### config.mk
export PLATFORM = sky130hd
export DESIGN_NAME = uart_report_framer
export DESIGN_NICKNAME = d
export VERILOG_FILES = /design/src/rtl/uart_report_framer.sv
export SDC_FILE = /design/constraint.sdc
export NUM_CORES = 1
export LEC_CHECK = 0
export CORE_MARGIN = 8
export CORE_UTILIZATION = 50
export CTS_CLUSTER_SIZE = 40
export DETAILED_ROUTE_END_ITERATION = 6
export PLACE_DENSITY = 0.86
export SYNTH_ARGS = -nofsm -noshare
export SYNTH_HDL_FRONTEND = slang
export SYNTH_SLANG_ARGS = --single-unit
### constraint.sdc
create_clock -name clk -period 3.57 [get_ports clk]
set_input_delay 0.5355 -clock clk [delete_from_list [all_inputs] [get_ports clk]]
set_output_delay 0.5355 -clock clk [all_outputs]
set_load 0.01 [all_outputs]
### src/rtl/uart_report_framer.sv
// Serialises each accepted power report into a UART byte frame: SYNC, SEQ, data bytes MSB first,
// and a trailing XOR checksum when REPORT_CHECKSUM_EN is defined. Reports arriving mid-frame are dropped and counted.
module uart_report_framer #(
  parameter int          DW        = 16,
  parameter logic [7:0]  SYNC_BYTE = 8'hA5
) (
  input  logic          clk,
  input  logic          rst,
  input  logic [DW-1:0] data_i,
  input  logic          valid_i,
  input  logic          uart_fifo_full_i,
  output logic [7:0]    uart_data_o,
  output logic          uart_wr_en_o,
  output logic          busy_o,
  output logic          frame_done_o,
  output logic [7:0]    seq_o,
  output logic [7:0]    drop_count_o
);

  localparam int NBYTES = DW / 8;
  localparam int IW     = (NBYTES > 1) ? $clog2(NBYTES) : 1;

  typedef enum logic [2:0] {
    S_IDLE,
    S_SYNC,
    S_SEQ,
`ifdef REPORT_CHECKSUM_EN
    S_DATA,
    S_CSUM
`else
    S_DATA
`endif
  } state_t;

  state_t        r_state;
  logic [DW-1:0] r_shift;
  logic [IW-1:0] r_idx;
  logic [7:0]    r_seq;
  logic [7:0]    r_drop;
`ifdef REPORT_CHECKSUM_EN
  logic [7:0]    r_acc;
`endif

  logic       w_emit;
  logic       w_wr;
  logic       w_last_data;
  logic       w_last;
  logic [7:0] w_byte;

  assign w_emit      = (r_state != S_IDLE);
  assign w_wr        = w_emit && !uart_fifo_full_i;
  assign w_last_data = (r_state == S_DATA) && (r_idx == IW'(NBYTES - 1));
`ifdef REPORT_CHECKSUM_EN
  assign w_last      = (r_state == S_CSUM);
`else
  assign w_last      = w_last_data;
`endif

  // The outgoing byte is a pure function of registered state, so it stays steady through a stall.
  // NOTE: every signal assigned in always_comb gets a default first so no latch can be inferred.
  always_comb begin
    w_byte = 8'h00;
    case (r_state)
      S_SYNC:  w_byte = SYNC_BYTE;
      S_SEQ:   w_byte = r_seq;
      S_DATA:  w_byte = r_shift[DW-1 -: 8];
`ifdef REPORT_CHECKSUM_EN
      S_CSUM:  w_byte = r_acc;
`endif
      default: w_byte = 8'h00;
    endcase
  end

  assign uart_data_o  = w_byte;
  assign uart_wr_en_o = w_wr;
  assign busy_o       = w_emit;
  assign frame_done_o = w_wr && w_last;
  assign seq_o        = r_seq;
  assign drop_count_o = r_drop;

  // NOTE: sequential state uses non-blocking assignments only, so every register samples pre-edge values.
  always_ff @(posedge clk) begin
    if (rst) begin
      r_state <= S_IDLE;
      r_shift <= '0;
      r_idx   <= '0;
      r_seq   <= 8'h00;
      r_drop  <= 8'h00;
`ifdef REPORT_CHECKSUM_EN
      r_acc   <= 8'h00;
`endif
    end else begin
      if (valid_i && (r_state != S_IDLE) && (r_drop != 8'hFF))
        r_drop <= r_drop + 8'h01;

      if (w_wr && w_last)
        r_seq <= r_seq + 8'h01;

      case (r_state)
        S_IDLE: begin
          if (valid_i) begin
            r_shift <= data_i;
            r_idx   <= '0;
`ifdef REPORT_CHECKSUM_EN
            r_acc   <= 8'h00;
`endif
            r_state <= S_SYNC;
          end
        end
        S_SYNC: begin
          if (w_wr) r_state <= S_SEQ;
        end
        S_SEQ: begin
          if (w_wr) begin
            r_idx   <= '0;
`ifdef REPORT_CHECKSUM_EN
            r_acc   <= r_acc ^ r_seq;
`endif
            r_state <= S_DATA;
          end
        end
        S_DATA: begin
          if (w_wr) begin
`ifdef REPORT_CHECKSUM_EN
            r_acc   <= r_acc ^ r_shift[DW-1 -: 8];
`endif
            r_shift <= r_shift << 8;
            r_idx   <= r_idx + IW'(1);
            if (w_last_data) begin
`ifdef REPORT_CHECKSUM_EN
              r_state <= S_CSUM;
`else
              r_state <= S_IDLE;
`endif
            end
          end
        end
`ifdef REPORT_CHECKSUM_EN
        S_CSUM: begin
          if (w_wr) r_state <= S_IDLE;
        end
`endif
        default: r_state <= S_IDLE;
      endcase
    end
  end

endmodule

Yosys cells after proc, flatten, opt, wreduce, memory -nomap -nowiden:

Cells that the tools add are included.

* word-level logic and storage cells: 44
* input port bits: 20
* bits in registers: 36

* equal/unequal tests: 9
* add/sub/neg operators: 3
* mux-type cells: 14
* reduce and logical (&&, ||, !) cells: 13

Operators by type and width (number)
* 2-to-1 mux 16 bit: 2
* one-hot mux 16 bit (2 select lines): 1
* one-hot mux 8 bit (3 select lines): 1
* adder 8 x 1 -> 8 bit, second input constant: 2
* 2-to-1 mux 3 bit: 5
* one-hot mux 3 bit (4 select lines): 1
* != test 2 bit, second input constant: 5
* != test 8 bit, second input constant: 1
* == test 3 x 2 -> 1 bit, second input constant: 2
* nonzero test 3 bit: 2
* logical AND 1 bit: 5
* AND reduction 5 bit: 1
* AND reduction 4 bit: 1
* == test 3 x 1 -> 1 bit, second input constant: 1
* zero test 3 bit: 1
* 2-to-1 mux 1 bit: 3
* one-hot mux 1 bit (3 select lines): 1
* AND reduction 3 bit: 1
* nonzero test 2 bit: 1
* adder 1 bit, second input constant: 1
* zero test 1 bit: 1

Longest topological paths before layout:

* depth in word-level cells: 5
* mapped depth: 8
* gate-level depth less buffers: 7

Worst setup path after synthesis:

OpenSTA, ideal clock, no wires.

* path kind: reg2out
* start point: register r_state[1]
* end point: output uart_data_o[2]
* slack: 1.730 ns
* data arrival time: 1.304 ns
* stages on the path, launching flop included: 5
* cell sequence: dfxtp_1 > ha_1 > buf_1 > a22oi_1 > a21oi_1

* cells in the longest elaborated chain, start to end: 2
* elaborated cells on any way between the ends: 4
* classes of those cells: eq/ne: 3; mux: 1

Ends and longest elaborated chain
* start: declaration: line 35 `state_t r_state;`
* start signal: assignment: line 84 `r_state <= S_IDLE;`
* start signal: assignment: line 107 `r_state <= S_SYNC;`
* start signal: assignment: line 111 `if (w_wr) r_state <= S_SEQ;`
* == test 3 x 2 -> 1 bit / == test 3 x 1 -> 1 bit (equally long branches): line 63 `case (r_state)`
* one-hot mux 8 bit (3 select lines) (*): line 63
* end: declaration: line 12 `output logic [7:0] uart_data_o,`

Every way passes the cells marked *; elsewhere a longest branch is shown, timed or not.

Worst setup path after layout:

* start point: register r_state[1]
* end point: output frame_done_o

* cells in the longest elaborated chain, start to end: 3
* elaborated cells on any way between the ends: 5
* classes of those cells: eq/ne: 1; reduce/logical: 4

Ends and longest elaborated chain
* == test 3 x 2 -> 1 bit / nonzero test 3 bit (equally long branches): line 52, 50
* logical AND 1 bit (on tied branches): line 52, 51
* logical AND 1 bit (*): line 77 `assign frame_done_o = w_wr && w_last;`
* end: declaration: line 15 `output logic frame_done_o,`

Marks and branches as above.

==> flow_summary.yaml <==
synthesis:
  post_synth_instance_area_sq_um: 1812
  ys_seq_area_share_pct: 38.67
  synth_top_cell_area_share_pct: 38.67
  ys_top_cells_by_area: "dfxtp_1 (39%), nor2_1 (6.2%), mux2i_1 (5.5%)"
  yosysTopAreaCell: "dfxtp_1"
  yosysMostFrequentCell: "dfxtp_1"
  async_flop_share_pct: 0
  synth_nets: 237
  yosysUniqueCellTypes: 44
  synthCells: 210
  synth_edf_count: 0
  yosys_warnings: 0
  syn_avg_cell_area_sq_um: 8.627
  ys.flop_type: "dfxtp_1"
  netlist_top_cells_count: "dfxtp_1 (35), nor2_1 (30), a21oi_1 (18), nand2_1 (14), mux2i_1 (10)"
  ys_ff_latch: 35
worst_setup_path:
  arrival_ps: 2440
  crit_path_end_kind: "output pin"
  crit_type: "register to output pin"
  required_ps: 3030
  r2r_cells: 5
  critPathLaunchType: "register"
  path_max_fanout: 13
grt:
  grt_pass1_vias: 1663
  grt_pass1_wl_um: 7659
  antenna_found_initial: 0
  overflow: 0
  grt_max_degree: 24
  met1_usage_pct: 18.64
  met2_usage_pct: 24.85
  grt.busiest_layer: "met2"
  track_usage_pct: 15.92
  grtUsageMet3_pct: 6.132
sta:
  finClkSkew_ps: 6.147
  slew_violations: 0
  fin_crit_ps: 2972
  fin_setup_tns_ps: 0
  tightest_slew_ps: 890.2
  finalHoldViolCount: 0
  post-route-period-util_pct: 83.24
  final-setup-viol-count: 0
  slew_headroom_pct: 40.47
  fmax_ghz: 0.3365
  rsz0062_at_grt: "no"
clock_tree:
  hold_buffers: 0
  post-cts-setup-buffers: 0
  cts.sinks: 35
  htreeDepth: 2
  cts_tree: "built"
  ctsResizeCount: 0
  clkLatencyLatePin_ps: 340
  cts-root-buf: "clkbuf_4"
  clockBufferDepth: 2
  path_clk_slew_ps: 110
  cts_buffers: 5
detailed_routing:
  drc_errors: 0
  drt_iter0_drc: 197
  via_per_inst: 5.535
  wirelength_um: 4514
  detail_route.first_pass.iterations: 4
  vias: 1677
  ant_nets: 0
  wl_per_cell_um: 14.90
power:
  power.leakage_nw: 0.8300
  irDropWorstVdd_mv: 0.2360
  powerDensity_nw_per_um2: 584.7
floorplan:
  core_sq_um: 3578
  rows: 22
  fp.dieW_um: 76.20
  start_util_pct: 50.63
  die-area_sq_um: 5806
  boundaryPins: 47
  die_y_um: 76.20
cells_and_area:
  fillers: 322
  nNetsFinal: 281
  antennaDiodeCount: 0
  post-route-util_pct: 65.38
  stdcell_count: 303
  drive_gt1_share_pct: 6.667
  syn_to_final_growth_pct: 29.14
place:
  dp.cells: 295
  dp_hpwl_um: 3340
  io_buffers: 46
  place_congestion: 0.9064
min_path:
  hp-class: "register to register"
  holdPathStages: 2
run:
  maxCapViolCount: 0
run_status:
  status: "complete, no violations"
-- cells in the final DEF, fill, tap and decap left out, types with 6 or more instances in the layout --
| cell | n |
|---|---|
| nand3b_1 | 8 |
| nor2_1 | 30 |
| o21ai_0 | 6 |
| mux2i_1 | 10 |
| a211oi_1 | 9 |
| nand2_1 | 14 |
| dfxtp_1 | 35 |
| xor2_1 | 6 |
| clkdlybuf4s50_1 | 46 |
| a21oi_1 | 18 |
| a22oi_1 | 8 |
| ha_1 | 7 |
| inv_1 | 8 |
-- logic make-up after synthesis --
group	Yosys count	share of synthesized area (%)
buffers and inverters	20	5.041
muxes	10	5.525
and+or+nand+nor	76	22.17
DFF	35	38.67
xor gates and xnor gates	9	4.351
adders and majority gates	7	4.834
AOI/OAI and AO/OA	53	19.41
-- per-layer routing --
| metal | vias up | share of wire [%] |
|---|---|---|
| li1 | 844 | - |
| met1 | 768 | 44 |
| met2 | 58 | 47 |
| met3 | 7 | 6.9 |
| met4 | 0 | 2.2 |
| met5 | - | 0 |
-- worst paths after layout --
| path | start | slack [ps] | end |
|---|---|---|---|
| worst max-delay path | r_state[1] | 600 | frame_done_o |
| worst max register to register | r_state[1] | 1240 | r_shift[8] |
| worst min register to register | r_shift[1] | 450 | r_shift[1] |
| worst min-delay path | r_shift[1] | 450 | r_shift[1] |
-- state kept, by name, indices dropped and copies added, names as in the netlist --
name / count
r_shift: 16
drop_count_o: 8
seq_o: 8
r_state: 2
r_idx: 1
-- report_power, final --
part	internal, mW	leakage (nW)	switching, mW
Combinational	0.293	0.515	0.347
Clock	0.0767	0.0293	0.133
Sequential	0.459	0.285	0.0588
-- metrics by stage --
stage	hold slack [ps]	total power [mW]	setup slack (ps)	area (sq um)
2_1_floorplan	431.6	0.9513	1730	1812
3_3_place_gp	438.6	1.147	951.2	2290
3_5_place_dp	446.4	1.168	923.7	2290
4_1_cts	459.0	1.377	600.2	2340
5_1_grt	469.8	1.478	386.2	2340
6_report	454.3	1.368	598.2	2340
-- cell type report --
cell class	instances	area, sq um	area share, %
Timing Repair Buffer	48	475.5	20.32
Sequential cell	35	700.7	29.95
Clock inverter	1	5.005	0.2139
Clock buffer	7	45.04	1.925
Multi-Input combinational cell	155	1020	43.58
Tap cell	48	60.06	2.567
Inverter	9	33.78	1.444
-- worst max-delay path, cell delays in order (launching register included) --
cell,delay (ps)
dfxtp_1,490
inv_1,130
ha_1,370
nand4bb_1,340
clkinv_1,190
clkdlybuf4s50_1,560
No activity file was read; power rests on OpenSTA's default activity.
